### config.mk
export PLATFORM = sky130hd
export DESIGN_NAME = sys_sum_acc_flat
export DESIGN_NICKNAME = d
export VERILOG_FILES = /design/src/rtl/sys_sum_acc_if.sv /design/src/rtl/sys_sum_acc.sv /design/src/flat_wrapper.sv
export SDC_FILE = /design/constraint.sdc
export NUM_CORES = 1
export LEC_CHECK = 0
export CAP_MARGIN = 20
export CORE_UTILIZATION = 59
export CTS_CLUSTER_DIAMETER = 40
export DETAILED_ROUTE_END_ITERATION = 10
export PLACE_DENSITY = 0.78
export SKIP_LAST_GASP = 1
export SYNTH_ARGS = -nofsm -noshare
export SYNTH_HDL_FRONTEND = slang
export SYNTH_HIERARCHICAL = 1
export SYNTH_SLANG_ARGS = --single-unit
### constraint.sdc
create_clock -name clk -period 4.3 [get_ports clk]
set_input_delay 0.86 -clock clk [delete_from_list [all_inputs] [get_ports clk]]
set_output_delay 0.86 -clock clk [all_outputs]
set_load 0.01 [all_outputs]
### src/rtl/sys_sum_acc_if.sv
// Row-in / serial-out bus of the systolic summing accumulator.
// The master drives rows and out_ready; the slave (the accumulator) answers.
interface sys_sum_acc_if #(
   parameter int InBits      = 8,
   parameter int OutBits     = 8,
   parameter int NumOfNerves = 4
);
   logic                                in_valid;
   logic                                in_start;
   logic                                in_ready;
   logic [NumOfNerves-1:0][InBits-1:0]  in_data;
   logic                                out_ready;
   logic                                out_valid;
   logic                                out_start;
   logic                                out_last;
   logic [OutBits-1:0]                  out_data;
   logic                                overflow;

   modport master (
      output in_valid, in_start, in_data, out_ready,
      input  in_ready, out_valid, out_start, out_last, out_data, overflow
   );

   modport slave (
      input  in_valid, in_start, in_data, out_ready,
      output in_ready, out_valid, out_start, out_last, out_data, overflow
   );
endinterface

### src/rtl/sys_sum_acc.sv
// Double-buffered per-nerve accumulator: sums DepthIn rows, then serialises
// the NumOfNerves totals (highest nerve first) while the next group accumulates.
module sys_sum_acc_lane #(
   parameter int InBits  = 8,
   parameter int AccBits = 16
) (
   input  logic               clk,
   input  logic               res_n,
   input  logic [InBits-1:0]  i_in,
   input  logic               i_start,
   input  logic               i_we,
   input  logic               i_xfer,
   input  logic               i_from_acc,
   output logic [AccBits-1:0] o_src,
   output logic [AccBits-1:0] o_drn,
   output logic               o_sat
);
   localparam logic signed [AccBits-1:0] AMAX = {1'b0, {(AccBits-1){1'b1}}};
   localparam logic signed [AccBits-1:0] AMIN = ~AMAX;

   logic signed [AccBits-1:0] r_acc, r_drn, w_ext, w_add, w_next;
   logic signed [AccBits:0]   w_sum;
   logic                      w_ovf;

   assign w_ext  = AccBits'($signed(i_in));
   assign w_sum  = {r_acc[AccBits-1], r_acc} + {w_ext[AccBits-1], w_ext};
   assign w_ovf  = w_sum[AccBits] != w_sum[AccBits-1];
   assign w_add  = w_ovf ? (w_sum[AccBits] ? AMIN : AMAX) : w_sum[AccBits-1:0];
   assign w_next = i_start ? w_ext : w_add;
   // A group waiting in FULL hands over the held bank; otherwise the row being completed.
   assign o_src  = i_from_acc ? r_acc : w_next;
   assign o_drn  = r_drn;
   assign o_sat  = i_we && !i_start && w_ovf;

   always_ff @(posedge clk or negedge res_n) begin
      if (!res_n) begin
         r_acc <= '0;
         r_drn <= '0;
      end else begin
         if (i_we)   r_acc <= w_next;
         if (i_xfer) r_drn <= o_src;
      end
   end
endmodule

module sys_sum_acc #(
   parameter int InBits      = 8,
   parameter int AccBits     = 16,
   parameter int OutBits     = 8,
   parameter int NumOfNerves = 4,
   parameter int DepthIn     = 2,
   parameter int OutShift    = 0,
   parameter int ReluEn      = 0
) (
   input logic           clk,
   input logic           res_n,
   sys_sum_acc_if.slave  bus
);
   localparam int CW = $clog2(DepthIn + 1);
   localparam int IW = (NumOfNerves > 1) ? $clog2(NumOfNerves) : 1;
   localparam logic signed [AccBits-1:0] OMAX = {{(AccBits-OutBits+1){1'b0}}, {(OutBits-1){1'b1}}};
   localparam logic signed [AccBits-1:0] OMIN = ~OMAX;

   typedef enum logic {ACC, FULL}   acc_st_t;
   typedef enum logic {IDLE, DRAIN} drn_st_t;

   acc_st_t r_acc_st, w_acc_nx;
   drn_st_t r_drn_st, w_drn_nx;
   logic [CW-1:0] r_row_cnt, w_row_nx;
   logic [IW-1:0] r_idx, w_idx_nx;
   logic          r_live, r_ovf, r_start, r_last;
   logic [OutBits-1:0] r_out_data;

   logic w_hs_in, w_we, w_done, w_out_hs, w_last_hs, w_drn_free, w_xfer, w_load;
   logic [NumOfNerves-1:0][AccBits-1:0] w_src, w_drn;
   logic [NumOfNerves-1:0]              w_lane_sat;
   logic signed [AccBits-1:0]           w_sel, w_shv, w_v;
   logic                                w_post_sat;

   assign bus.in_ready  = r_live && (r_acc_st == ACC);
   assign bus.out_valid = (r_drn_st == DRAIN);
   assign bus.out_data  = r_out_data;
   assign bus.out_start = r_start;
   assign bus.out_last  = r_last;
   assign bus.overflow  = r_ovf;

   assign w_hs_in    = bus.in_valid && bus.in_ready;
   // Non-start rows arriving before any start row are swallowed without effect.
   assign w_we       = w_hs_in && (bus.in_start || (r_row_cnt != '0));
   assign w_done     = w_hs_in && (bus.in_start ? (DepthIn == 1)
                                   : ((r_row_cnt != '0) && (r_row_cnt == CW'(DepthIn - 1))));
   assign w_out_hs   = (r_drn_st == DRAIN) && bus.out_ready;
   assign w_last_hs  = w_out_hs && (r_idx == '0);
   assign w_drn_free = (r_drn_st == IDLE) || w_last_hs;
   assign w_xfer     = w_drn_free && ((r_acc_st == FULL) || w_done);
   assign w_load     = w_xfer || (w_out_hs && !w_last_hs);

   for (genvar g = 0; g < NumOfNerves; g++) begin : g_lane
      sys_sum_acc_lane #(.InBits(InBits), .AccBits(AccBits)) u_lane (
         .clk        (clk),
         .res_n      (res_n),
         .i_in       (bus.in_data[g]),
         .i_start    (bus.in_start),
         .i_we       (w_we),
         .i_xfer     (w_xfer),
         .i_from_acc (r_acc_st == FULL),
         .o_src      (w_src[g]),
         .o_drn      (w_drn[g]),
         .o_sat      (w_lane_sat[g])
      );
   end

   always_comb begin
      w_acc_nx = r_acc_st;
      w_row_nx = r_row_cnt;
      case (r_acc_st)
         ACC: if (w_hs_in) begin
            if (bus.in_start)           w_row_nx = CW'(1);
            else if (r_row_cnt != '0)   w_row_nx = r_row_cnt + CW'(1);
            if (w_done) begin
               w_row_nx = '0;
               if (!w_xfer) w_acc_nx = FULL;
            end
         end
         FULL: if (w_xfer) w_acc_nx = ACC;
         default: w_acc_nx = ACC;
      endcase
   end

   always_comb begin
      w_drn_nx = r_drn_st;
      w_idx_nx = r_idx;
      if (w_xfer) begin
         w_drn_nx = DRAIN;
         w_idx_nx = IW'(NumOfNerves - 1);
      end else if (w_last_hs) begin
         w_drn_nx = IDLE;
      end else if (w_out_hs) begin
         w_idx_nx = r_idx - IW'(1);
      end
   end

   // Element that becomes the next registered output: shift, ReLU, saturate.
   always_comb begin
      w_sel      = w_xfer ? w_src[NumOfNerves-1] : w_drn[w_idx_nx];
      w_shv      = w_sel >>> OutShift;
      w_v        = w_shv;
      w_post_sat = 1'b0;
      if ((ReluEn != 0) && (w_shv < 0)) w_v = '0;
      if (w_v > OMAX) begin
         w_v        = OMAX;
         w_post_sat = 1'b1;
      end else if (w_v < OMIN) begin
         w_v        = OMIN;
         w_post_sat = 1'b1;
      end
   end

   always_ff @(posedge clk or negedge res_n) begin
      if (!res_n) begin
         r_acc_st   <= ACC;
         r_drn_st   <= IDLE;
         r_row_cnt  <= '0;
         r_idx      <= '0;
         r_live     <= 1'b0;
         r_ovf      <= 1'b0;
         r_start    <= 1'b0;
         r_last     <= 1'b0;
         r_out_data <= '0;
      end else begin
         r_acc_st  <= w_acc_nx;
         r_drn_st  <= w_drn_nx;
         r_row_cnt <= w_row_nx;
         r_idx     <= w_idx_nx;
         r_live    <= 1'b1;
         r_ovf     <= r_ovf || (|w_lane_sat) || (w_load && w_post_sat);
         if (w_load) begin
            r_out_data <= w_v[OutBits-1:0];
            r_start    <= (w_idx_nx == IW'(NumOfNerves - 1));
            r_last     <= (w_idx_nx == '0);
         end else if (w_last_hs) begin
            r_start <= 1'b0;
            r_last  <= 1'b0;
         end
      end
   end
endmodule

### src/flat_wrapper.sv
// flat-port wrapper written by rule: the top's interface ports become plain ports
module sys_sum_acc_flat 
#(
   parameter int InBits      = 8,
   parameter int AccBits     = 16,
   parameter int OutBits     = 8,
   parameter int NumOfNerves = 4,
   parameter int DepthIn     = 2,
   parameter int OutShift    = 0,
   parameter int ReluEn      = 0
)
  (clk, res_n, bus_in_valid, bus_in_start, bus_in_data, bus_out_ready, bus_in_ready, bus_out_valid, bus_out_start, bus_out_last, bus_out_data, bus_overflow);
  sys_sum_acc_if #(.InBits(InBits), .OutBits(OutBits), .NumOfNerves(NumOfNerves)) bus_i ();
  input logic clk;
  input logic res_n;
  input wire logic [$bits(bus_i.in_valid)-1:0] bus_in_valid;
  input wire logic [$bits(bus_i.in_start)-1:0] bus_in_start;
  input wire logic [$bits(bus_i.in_data)-1:0] bus_in_data;
  input wire logic [$bits(bus_i.out_ready)-1:0] bus_out_ready;
  output wire logic [$bits(bus_i.in_ready)-1:0] bus_in_ready;
  output wire logic [$bits(bus_i.out_valid)-1:0] bus_out_valid;
  output wire logic [$bits(bus_i.out_start)-1:0] bus_out_start;
  output wire logic [$bits(bus_i.out_last)-1:0] bus_out_last;
  output wire logic [$bits(bus_i.out_data)-1:0] bus_out_data;
  output wire logic [$bits(bus_i.overflow)-1:0] bus_overflow;
  assign bus_i.in_valid = bus_in_valid;
  assign bus_i.in_start = bus_in_start;
  assign bus_i.in_data = bus_in_data;
  assign bus_i.out_ready = bus_out_ready;
  assign bus_in_ready = bus_i.in_ready;
  assign bus_out_valid = bus_i.out_valid;
  assign bus_out_start = bus_i.out_start;
  assign bus_out_last = bus_i.out_last;
  assign bus_out_data = bus_i.out_data;
  assign bus_overflow = bus_i.overflow;
  sys_sum_acc #(.InBits(InBits), .AccBits(AccBits), .OutBits(OutBits), .NumOfNerves(NumOfNerves), .DepthIn(DepthIn), .OutShift(OutShift), .ReluEn(ReluEn)) u_core (.clk(clk), .res_n(res_n), .bus(bus_i));
endmodule
# ---- Yosys cells after proc, flatten, opt, wreduce, memory -nomap -nowiden
# Index checks and enable logic that the tools add are counted.
dict set report totals {
  reg_bits 146
  out_inout_bits 13
  word_cells 103
}
dict set report op_classes {
  bitwise_logic 2
  n_lt_le_gt_ge 3
  reduce_logical 31
  mux 38
  n_addsub 6
  eq_ne 6
}
# op count
set op_table {}
lappend op_table {{16-bit two-way mux} 18}
lappend op_table {{16-bit by 8-bit adder with 17-bit output} 4}
lappend op_table {{16-bit binary-select mux with 2-bit select} 1}
lappend op_table {{16-bit by 8-bit greater-than comparator with 1-bit output (second input constant)} 1}
lappend op_table {{16-bit by 8-bit less-than comparator with 1-bit output (second input constant)} 1}
lappend op_table {{8-bit two-way mux} 2}
lappend op_table {{1-bit logical AND} 15}
lappend op_table {{2-bit two-way mux} 6}
lappend op_table {{1-bit two-way mux} 10}
lappend op_table {{1-bit logical OR} 6}
lappend op_table {{2-bit nonzero test} 3}
lappend op_table {{2-bit zero test} 2}
lappend op_table {{1-bit inequality test} 4}
lappend op_table {{4-bit OR reduction} 1}
lappend op_table {{2-bit by 3-bit less-than comparator with 1-bit output (second input constant)} 1}
lappend op_table {{3-bit AND reduction} 1}
lappend op_table {{3-bit nonzero test} 1}
lappend op_table {{2-bit by 1-bit adder with 2-bit output (second input constant)} 1}
lappend op_table {{2-bit by 1-bit equality test with 1-bit output (second input constant)} 1}
lappend op_table {{2-bit equality test (second input constant)} 1}
lappend op_table {{1-bit zero test} 2}
lappend op_table {{1-bit inverter} 2}
lappend op_table {{1-bit one-hot mux with 2 select lines} 1}
lappend op_table {{2-bit by 1-bit subtractor with 2-bit output (second input constant)} 1}

# ---- Depth between registers and ports, before layout
# Gate-level depths: netlist (run 1).
dict set report logic_depth {
  ltp_word 15
  ltp_mapped 18
  depth_no_buf 16
}

# ---- Hierarchy
# Netlist (run 1), hierarchy kept.
# module cells_each n_inst area_each_um2
set modules_own_cells {}
lappend modules_own_cells {{sys_sum_acc_lane (u_core.g_lane[0].u_lane ...)} 311 2 2662.6}
lappend modules_own_cells {{sys_sum_acc_lane (u_core.g_lane[3].u_lane)} 317 1 2743.9}
lappend modules_own_cells {{sys_sum_acc_lane (u_core.g_lane[2].u_lane)} 312 1 2681.3}
lappend modules_own_cells {sys_sum_acc 237 1 2140.8}

# ---- Worst setup path before layout (run 1)
# Ideal clock, no wire load.
dict set report synth_path {
  path_type {input to register}
  from {input bus_in_data[31]}
  to {register u_core.r_ovf (netlist: u_core/bus.overflow)}
  setup_time_ns 0.133
  path_slack_ns 0.405
  path_stages 15
  n_path_buf 2
  arrival_time_ns 3.762
  path_cell_list {ha_1 a21o_1 or3_1 o221a_4 a21o_1 buf_6 and3_1 buf_4 o31ai_2 a21oi_1 mux2i_2 and4bb_1 nand4_4 o2bb2ai_1 o21ai_1}
}
# item line
set synth_rtl {}
lappend synth_rtl {{start, declared} flat_wrapper.sv:18} ;# input wire logic [$bits(bus_i.in_data)-1:0] bus_in_data;
lappend synth_rtl {{end signal, assigned} sys_sum_acc.sv:176} ;# r_ovf <= r_ovf || (|w_lane_sat) || (w_load && w_post_sat);
lappend synth_rtl {{end, declared} sys_sum_acc.sv:71} ;# logic r_live, r_ovf, r_start, r_last;

==> summary.md, run 1 <==
| Metric | Value |
|---|---|
| Gp weighted congestion | `0.957` |
| IO Port Bufs | `49` |
| N_diodes | `0` |
| Tot GR Track Use | `32.6%` |
| Hold Vio Cnt, Final | `0` |
| Antenna-violating nets left | `0` |
| First-pass GRT wire length | `57.3 mm` |
| Switching share of power | `46.4%` |
| Area delta synth->final | `16.2%` |
| Status | `finished clean` |
| Worst hold path type | `in -> async` |
| Syn Inst Count | `1461` |
| Die area | `0.0221 mm²` |
| Actual slew at the worst max-slew pin | `868 ps` |
| TritonCTS Buffers | `17` |
| Detailed placement HPWL | `25.9 mm` |
| Core area | `0.0210 mm²` |
| Period utilization | `95.6%` |
| Crit path buffers/inverters | `3` |
| Ys Warns | `6` |
| Fin nets | `1681` |
| FF-to-FF End | `u_core/bus.overflow$_DFF_PN0_` |
| Die width | `149 µm` |
| CP max-delay cell | `clkdlybuf4s50_1` |
| Most used cell, CP | `a31oi_1` |
| Final wirelength | `35.2 mm` |
| Clk pwr share | `12.0%` |
| P_sw | `5.78 mW` |
| Final setup fails | `0` |
| Internal power | `6.69 mW` |
| RSZ-0062 raised after global routing | `false` |
| Die height | `149 µm` |
| Reg2Reg Depth | `16` |
| F_max | `0.243 GHz` |
| Delay-heaviest family, CP | `compound AO/OA/AOI/OAI gates` |
| CTS tree | `yes` |
| Final Util | `70.1%` |
| Req. time, crit path | `4610 ps` |
| Worst-path clk slew | `70 ps` |
| Clock Tree Buf Depth | `2` |
| Crit Reg-Reg Startpoint | `u_core/g_lane[3].u_lane/r_acc[0]$_DFFE_PN0P_` |
| 1st-iter DRT viols | `1048` |
| CP Launch Type | `input port` |
| Sequential share of power | `21.9%` |
| Largest fanout on the critical path | `9` |
| Post-Route Setup TNS | `0 ps` |
| Post-route DRC | `0` |
| VDD IR-drop max | `0.411 mV` |
| Final Skew | `12.7 ps` |
| Post-Syn Area | `0.0127 mm²` |
| Worst-Skew Late Latency | `430 ps` |
| Mean Syn Cell Area | `8.68 µm²` |
| Largest stage delay, worst path | `500 ps` |
| Reg2reg setup slack | `700 ps` |
| Proportion of layout cells with a drive suffix above 1 | `17.2%` |
| Cell leakage power | `6.32 nW` |
| Via count | `11900` |
| # rows | `53` |
| Relative slew slack | `42.1%` |
| Starting Density | `60.3%` |
| Number of global-route vias before repair | `11200` |
| Largest net degree at the start of global routing | `88` |
| Grt total ovfl | `0` |
| Minimum clock period | `4110 ps` |
| Cell area power density | `847 mW/mm²` |
| Top-Level Pins | `50` |
| CP arrival | `4420 ps` |
| Drt pass-1 iters | `6` |
| Number of antenna violations at the first check in global routing | `0` |
| Vias per inst | `6.38` |
| Root Buffer | `clkbuf_16` |
| Crit. End Element | `register` |
| Slew Limit Fails | `0` |
| Synth Net Count | `1569` |
| Clock Sink Count | `146` |
| Proportion of power drawn by combinational gates | `66.0%` |
| H-tree Lvls | `4` |
| Avg WL per Cell | `18.9 µm` |
| Max Cap Violations | `0` |
| Worst setup path class | `in -> reg` |
| Worst-path cell chain | `clkdlybuf4s50_1, ha_2, inv_1, fa_2, nor2b_1, o31a_1, o221a_4, a21o_1, buf_4, nand3_1, a31oi_1, a211oi_1, a31oi_1, nand2_1, nor3_4, o2bb2ai_1, o21ai_1` |
worst register-to-register path: cells and delay by family, from the launching register on:
kind | cells | cell delay (ps)
adders and majority gates | 2 | 570
buffers and inverters | 2 | 220
AOI/OAI and AO/OA | 8 | 1470
and+or+nand+nor | 4 | 810
DFF | 1 | 410
how the worst max path moves through the flow:
stage,start,to,slack (ps),cells after the start
after global placement,bus_in_data[24],u_core/bus.overflow$_DFF_PN0_,-110,17
after floorplan,bus_in_data[31],u_core/bus.overflow$_DFF_PN0_,410,15
after CTS,bus_in_data[24],u_core/bus.overflow$_DFF_PN0_,130,16
after global routing,bus_in_data[24],u_core/bus.overflow$_DFF_PN0_,20,18
final,bus_in_data[24],u_core/bus.overflow$_DFF_PN0_,190,17
after detailed placement,bus_in_data[24],u_core/bus.overflow$_DFF_PN0_,-230,17
cell type report:
type,count,area (µm²)
multi-input cells,1172,8470
fillers,1646,6290
flip-flops and latches,146,3660
repair buffers,173,1440
clock buffers,19,443
well taps,275,344
inverters,63,238
clock inverters,12,144
stage by stage:
step           hold WS [ps]  worst slack, ps  cell area, µm²  power [mW]  std cells
6_report                460              188           14700        12.5       1860
5_1_grt                 539             16.7           14700        13.4       1860
4_1_cts                 514              128           14700        12.3       1859
3_5_place_dp            500             -232           14100        10.7       1828
3_3_place_gp            486             -105           14100        10.5       1828
2_1_floorplan           471              405           12700        8.34       1461
what timing repair did:
item,4_1_cts,5_1_grt
setup buffers,0,0
resized for setup,0,17
setup endpoints to repair,0,8
hold buffers,0,0
endpoints found under the hold margin,0,0
layer usage:
| layer | part of all wire (%) | vias up | GRT usage, % |
|---|---|---|---|
| met2 | 46 | 409 | 50.3 |
| li1 | - | 5702 | - |
| met3 | 5.7 | 66 | 3.87 |
| met4 | 3.8 | 0 | 15.3 |
| met1 | 45 | 5690 | 45.6 |
| met5 | 0 | - | 0 |
placed cells by master (no fill, tap or decap), types with 25 or more instances in the layout:
| master | instances |
|---|---|
| dfrtp_1 | 145 |
| nand2_1 | 125 |
| buf_4 | 122 |
| nor2_1 | 116 |
| a21oi_1 | 110 |
| ha_1 | 65 |
| o21ai_0 | 63 |
| inv_1 | 62 |
| mux2i_1 | 52 |
| nor2b_1 | 50 |
| clkdlybuf4s50_1 | 46 |
| nand3_1 | 45 |
| mux2_2 | 45 |
| a21o_1 | 40 |
| a31oi_1 | 40 |
| xnor2_1 | 25 |
registers in the layout, indices dropped and copies added, names as in the netlist:
name / cells
u_core/bus.out_data: 8
u_core/g_lane.u_lane/r_acc: 64
u_core/r_acc_st: 1
u_core/bus.out_last: 1
u_core/bus.out_valid: 1
u_core/r_row_cnt: 2
u_core/bus.overflow: 1
u_core/r_idx: 2
u_core/g_lane.u_lane/o_drn: 64
u_core/r_live: 1
u_core/bus.out_start: 1
power groups by stage:
stage | Clock (mW) | Sequential [mW] | Combinational (mW)
after detailed placement | 0 | 2.72 | 7.99
final | 1.50 | 2.73 | 8.24
after floorplan | 0 | 2.45 | 5.89
after global placement | 0 | 2.68 | 7.84
after global routing | 1.57 | 2.80 | 8.99
after CTS | 1.52 | 2.71 | 8.09
Note: power is estimated with default switching activity, not from simulation.
==> run 2, diff against run 1 <==
Settings changed: SLEW_MARGIN from default to 5.
==> results of run 2 <==
Same layout as run 1: the final DEF is identical, and so are final timing and power.
